**config.mk**
```make
export PLATFORM = sky130hd
export DESIGN_NAME = fib_pair_serializer
export DESIGN_NICKNAME = d
export VERILOG_FILES = /design/src/rtl/fib_pair_serializer.sv
export SDC_FILE = /design/constraint.sdc
export NUM_CORES = 1
export LEC_CHECK = 0
export ABC_AREA = 1
export CAP_MARGIN = 20
export CORE_MARGIN = 3
export CORE_UTILIZATION = 30
export CTS_CLUSTER_DIAMETER = 80
export DETAILED_ROUTE_END_ITERATION = 8
export PLACE_DENSITY = 0.53
export SKIP_LAST_GASP = 1
export SLEW_MARGIN = 20
export SYNTH_ARGS = -nofsm -noshare
export SYNTH_HDL_FRONTEND = slang
export SYNTH_SLANG_ARGS = --single-unit
```
**constraint.sdc**
```tcl
create_clock -name clk -period 2.7 [get_ports clk]
set_clock_uncertainty 0.05 [all_clocks]
set_input_delay 0.54 -clock clk [delete_from_list [all_inputs] [get_ports clk]]
set_output_delay 0.54 -clock clk [all_outputs]
set_load 0.03 [all_outputs]
```
**src/rtl/fib_pair_serializer.sv**
```systemverilog
// Pair-to-word serializer for a double-rate Fibonacci source. Pairs are pushed into a
// small word FIFO and emitted one word per cycle; an output-side checker verifies every
// emitted word is the modular sum of the two words before it.
module fib_pair_serializer #(
  parameter int unsigned W     = 16,
  parameter int unsigned DEPTH = 4
) (
  input  logic         clk,
  input  logic         rst,
  input  logic         in_valid,
  output logic         in_ready,
  input  logic [W-1:0] in_num,
  input  logic [W-1:0] in_num2,
  output logic         out_valid,
  input  logic         out_ready,
  output logic [W-1:0] out_num,
  output logic         seq_err,
  output logic [15:0]  out_cnt
);

  localparam int unsigned AW = (DEPTH > 1) ? $clog2(DEPTH) : 1;
  localparam int unsigned CW = $clog2(DEPTH) + 1;

  logic [W-1:0]  mem [DEPTH];
  logic [AW-1:0] wr_ptr_q, wr_ptr_d;
  logic [AW-1:0] rd_ptr_q, rd_ptr_d;
  logic [CW-1:0] cnt_q, cnt_d;

  logic [W-1:0]  prev1_q, prev1_d;  // most recently popped word
  logic [W-1:0]  prev2_q, prev2_d;  // word popped before prev1
  logic [1:0]    hist_q, hist_d;
  logic          err_q, err_d;
  logic [15:0]   out_cnt_q, out_cnt_d;

  logic          push, pop;
  logic [W-1:0]  expected;
  logic          mismatch;

  // Flow control uses registered occupancy only; rst masks both sides during reset.
  assign in_ready  = !rst && (cnt_q <= CW'(DEPTH - 2));
  assign out_valid = !rst && (cnt_q != '0);
  assign out_num   = mem[rd_ptr_q];
  assign push      = in_valid && in_ready;
  assign pop       = out_valid && out_ready;

  // Wrap-around of the sum is legal, so truncation to W bits is intended.
  assign expected  = prev1_q + prev2_q;
  assign mismatch  = pop && (hist_q == 2'd2) && (out_num != expected);

  assign seq_err   = err_q;
  assign out_cnt   = out_cnt_q;

  // Next-state for pointers, occupancy, checker history, error flag and pop counter.
  always_comb begin
    wr_ptr_d  = wr_ptr_q;
    rd_ptr_d  = rd_ptr_q;
    cnt_d     = cnt_q;
    prev1_d   = prev1_q;
    prev2_d   = prev2_q;
    hist_d    = hist_q;
    err_d     = err_q | mismatch;
    out_cnt_d = out_cnt_q;

    if (push) wr_ptr_d = wr_ptr_q + AW'(2);
    if (pop)  rd_ptr_d = rd_ptr_q + AW'(1);

    unique case ({push, pop})
      2'b10:   cnt_d = cnt_q + CW'(2);
      2'b01:   cnt_d = cnt_q - CW'(1);
      2'b11:   cnt_d = cnt_q + CW'(1);
      default: cnt_d = cnt_q;
    endcase

    if (pop) begin
      prev2_d   = prev1_q;
      prev1_d   = out_num;
      out_cnt_d = out_cnt_q + 16'd1;
      if (hist_q != 2'd2) hist_d = hist_q + 2'd1;
    end
  end

  // Control and checker state register with synchronous reset.
  always_ff @(posedge clk) begin
    if (rst) begin
      wr_ptr_q  <= '0;
      rd_ptr_q  <= '0;
      cnt_q     <= '0;
      prev1_q   <= '0;
      prev2_q   <= '0;
      hist_q    <= 2'd0;
      err_q     <= 1'b0;
      out_cnt_q <= 16'd0;
    end else begin
      wr_ptr_q  <= wr_ptr_d;
      rd_ptr_q  <= rd_ptr_d;
      cnt_q     <= cnt_d;
      prev1_q   <= prev1_d;
      prev2_q   <= prev2_d;
      hist_q    <= hist_d;
      err_q     <= err_d;
      out_cnt_q <= out_cnt_d;
    end
  end

  // Word storage; contents are don't-care after reset so it has no reset.
  always_ff @(posedge clk) begin
    if (push) begin
      mem[wr_ptr_q]           <= in_num;
      mem[wr_ptr_q + AW'(1)]  <= in_num2;
    end
  end

endmodule

```
After elaboration in Yosys (flattened, before gate mapping)
Memory sizes are Yosys's and may differ from the RTL's. A register that Yosys moved wholly into a read port is not among the register bits. Cells that the tools add are included. W data, S select, Z words.

Register bits: 58. Memory bits (writable): 64. Bits of input ports: 36. Output and inout bits: 35. Memories: 1.

Memories: mem (depth 4, bits a word 16, read ports 1, clocked after Yosys merged registers in 1, wr ports 2, RTL line 24) `logic [W-1:0] mem [DEPTH];`.

Add/sub/neg operators: 9. Order comparisons: 1. Equality and inequality tests: 6. Muxes and demuxes: 5. Bitwise logic cells: 1. Reductions and logical operators: 10.

Operators by type and width (number): $add A16 B1 Y16 const B (1); $add A16 B16 Y16 (1); $ne A16 B16 Y1 (1); $pmux W3 S3 (1); $add A2 B1 Y2 const B (3); $eq A2 B2 Y1 const B (3); $logic_and A1 B1 Y1 (6); $reduce_bool A3 Y1 (2); $mux W2 (2); $add A3 B1 Y3 const B (1); $add A3 B2 Y3 const B (1); $le A3 B2 Y1 const B (1); $sub A3 B1 Y3 const B (1); $add A2 B2 Y2 const B (1); $eq A2 B1 Y1 const B (1); $mux W1 (2); $ne A2 B2 Y1 const B (1); $reduce_and A2 Y1 (1); $logic_not A1 Y1 (1); $or A1 B1 Y1 (1).

Depth between registers and ports, before layout
Word-level depth: 6. Mapped depth: 17. Depth with buffers taken out: 16.

Worst setup path before layout
Ideal clock, no wire load.

Kind: input to register. Start: in rst. End: mem mem[0][0] (enable). Library setup time: 421 ps. Arrival time: 2537 ps. Data required time: 2229 ps. Path slack: -308 ps. Cell stages on the path: 4. Path buffers: 0. Cell sequence: inv_1 -> o21a_1 -> nand2_1 -> nor2_1.

RTL lines: start, declared (RTL line 9) `input logic rst,`; end, declared (RTL line 24).

==> results.sh <==
export IMPL_status="finished, final reports clean"
export IMPL_synth_cells=733
export IMPL_synth_nets=789
export IMPL_crit_type="register to primary output"
export IMPL_postRouteAntennaNets=0
export IMPL_clk_latency_ns=0.42
export IMPL_ys_top_cells_by_count="229 x nand2_1, 85 x inv_1, 64 x edfxtp_1"
export IMPL_worst_setup_path_end_kind="primary output"
export IMPL_hold_buffers=0
export IMPL_total_power_uw=5380
export IMPL_fillers=1988
export IMPL_hold_viol=0
export IMPL_cts_buffers_inserted=17
export IMPL_synth_seq_cells=123
export IMPL_antennaDiodeCount=0
export IMPL_place_gp_congestion=0.826
export IMPL_vdd_drop_max_mv=0.429
export IMPL_rsz0062_at_grt="false"
export IMPL_slowest_delay_ns=0.40
export IMPL_clk_pin_slew_worst_paths_ns=0.06
export IMPL_yosysWarnings=0
export IMPL_async_reset_ff_frac=0
export IMPL_cts_max_level=4
export IMPL_critPathArrivalTime_ns=1.92
export IMPL_hold_path_class="register to register"
export IMPL_grt_util_all_layers=0.131
export IMPL_synth_area_per_cell_um2=8.34
export IMPL_final_max_slew_viol_count=0
export IMPL_grt_use_met3=0.0383
export IMPL_period_share=0.929
export IMPL_critPathMaxFanout=34
export IMPL_synth_edf_count=64
export IMPL_fin_cells=1088
export IMPL_dieArea_um2=22100
export IMPL_die_y_um=149
export IMPL_layout_nets=866
export IMPL_slew_headroom=0.746
export IMPL_ys_flop_type="edfxtp_1"
export IMPL_grt_pass1_vias=4636
export IMPL_power_share_clock=0.425
export IMPL_synth_top_cell_by_area="edfxtp_1"
export IMPL_pre_cts_ws_ns=0.201
export IMPL_p_int_uw=3880
export IMPL_cts_buffer_depth=2
export IMPL_initial_core_util=0.310
export IMPL_yosysUniqueCellTypes=37
export IMPL_first_pass_iters=4
export IMPL_drt_wl_total_um=13700
export IMPL_viasPerCell=4.38
export IMPL_areaGrowthSynthToFinish_pct=25.8
export IMPL_worstSetupStartpointType="register"
export IMPL_cts_tree="yes"
export IMPL_antenna_found_initial=0
export IMPL_yosys_top_cells_area="edfxtp_1 31%, dfxtp_1 19%, nand2_1 14%"
export IMPL_fmax_mhz=399
export IMPL_drt_iter0_drc=328
export IMPL_netSwitchingFraction=0.279
export IMPL_cp_required_ns=2.11
export IMPL_fp_row_count=51
export IMPL_die_x_um=149
export IMPL_power_frac_seq=0.400
export IMPL_vias=4770
export IMPL_multi_input_area_um2=2500
export IMPL_worst_slack_ns=0.192
export IMPL_ys_seq_area_frac=0.508
export IMPL_power_switching_uw=1500
export IMPL_utilization=0.390
export IMPL_tightest_slew_ns=0.382
export IMPL_setup_viol=0
export IMPL_drive_gt1_frac=0.103
export IMPL_seqCellArea_um2=3100
export IMPL_max_cap_viol_count=0
export IMPL_grt_util_met1=0.175
export IMPL_cp_cell_sequence="buf_12, inv_6, nand2_1, nand3_1, nand2_1, inv_1, dlygate4sd2_1"
export IMPL_syn_cell_area_um2=6110
export IMPL_dp_cells=1056
export IMPL_met2_usage=0.209
export IMPL_grt_ovfl_total=0
export IMPL_io_buffers=70
export IMPL_core_area_um2=19700
export IMPL_top_usage_layer="met2"
export IMPL_critPathMostFrequentCell="nand2_1"
export IMPL_synth_top_area_frac=0.314
export IMPL_power_density_nw_per_um2=700
export IMPL_numClockSinks=123
export IMPL_p_leak_uw=0.00328
export IMPL_place_hpwl_um=9970
export IMPL_min_period_ns=2.51
export IMPL_wl_per_cell_um=12.6
export IMPL_boundaryPins=71
export IMPL_drc_errors=0
export IMPL_synth_most_common_cell="nand2_1"
export IMPL_grt_pass1_wl_um=22900
export IMPL_power_share_combinational=0.174
export IMPL_cp_slowest_cell="dlygate4sd2_1"
export IMPL_grt_max_degree=36
export IMPL_root_buffer="clkbuf_16"
## path summary, 6_finish.rpt
kind                                  from          end  slack [ns]  cells past startpoint
worst max-delay path              register  out_num[12]        0.19                      7
worst min-delay path               seq_err      seq_err        0.40                      2
worst max register to register  prev1_q[0]      seq_err        0.45                     14
worst min register to register     seq_err      seq_err        0.40                      2
## worst max-delay path, delay by kind of cell, from the launching register on
| kind | cells | cell delay (ns) |
|---|---|---|
| buffers and inverters | 4 | 0.87 |
| and+or+nand+nor | 3 | 0.30 |
| DFF | 1 | 0.32 |
## per-stage QoR
stage                     hold WS (ns)  cell area (um^2)  setup TNS (ns)
after floorplan                  0.400              6110          -19.71
after global routing             0.431              7690               0
after CTS                        0.410              7690               0
after detailed placement         0.401              7100               0
after global placement           0.394              7100               0
final                            0.401              7690               0
## repair_timing
item | in CTS | in global routing
endpoints found under the setup margin | 9 | 0
resized for setup | 9 | 0
setup buffers | 0 | 0
## power groups by stage
stage / clock (uW) / combinational [uW] / sequential (uW)
finish: 2290 / 938 / 2150
floorplan: 0 / 649 / 2180
global placement: 0 / 966 / 2190
detailed placement: 0 / 970 / 2190
global route: 2430 / 1070 / 2170
CTS: 2360 / 957 / 2150
## layout by cell type, fill, tap and decap left out, drive strengths merged
| master | instances |
|---|---|
| nand3 | 59 |
| bufinv | 3 |
| clkdlybuf4s50 | 52 |
| clkinvlp | 7 |
| xnor2 | 3 |
| nor2 | 37 |
| edfxtp | 64 |
| o21a | 3 |
| a21oi | 46 |
| nor3b | 1 |
| nand4 | 8 |
| clkbuf | 18 |
| clkinv | 3 |
| a211oi | 3 |
| nand3b | 6 |
| xor2 | 6 |
| ha | 18 |
| dfxtp | 59 |
| nor4 | 1 |
| buf | 21 |
| fa | 2 |
| and3 | 2 |
| inv | 94 |
| o21ai | 51 |
| a32oi | 1 |
| and2 | 2 |
| nand2 | 240 |
| dlygate4sd2 | 9 |
| nor3 | 4 |
## cell type report
type / count / area share
Clock inverter: 14 / 0.0225
Clock buffer: 18 / 0.0558
Tap cell: 265 / 0.0431
Sequential cell: 123 / 0.404
Timing Repair Buffer: 82 / 0.103
Inverter: 93 / 0.0464
Multi-Input combinational cell: 493 / 0.325
## state kept, by name (all words and copies together), names as in the netlist, named ones only
register / cells
mem: 64
cnt_q: 3
prev1_q: 16
seq_err: 1
out_cnt: 16
wr_ptr_q: 1
hist_q: 2
rd_ptr_q: 2
prev2_q: 16
## logic make-up (layout without fill, tap and decap cells)
group | count (synthesis) | in the layout | share of synthesized area
flops | 123 | 123 | 0.508
xor+xnor | 9 | 9 | 0.0141
fa+ha+maj | 20 | 20 | 0.0434
simple gates | 360 | 360 | 0.261
compound gates | 104 | 104 | 0.0895
buf+inv | 117 | 207 | 0.0843
## per-layer routing
metal	part of all wire	vias to the layer above
li1	-	2551
met1	0.50	2128
met2	0.45	77
met3	0.039	14
met4	0.013	0
met5	0	-
Note: power is estimated with default switching activity, not from simulation.
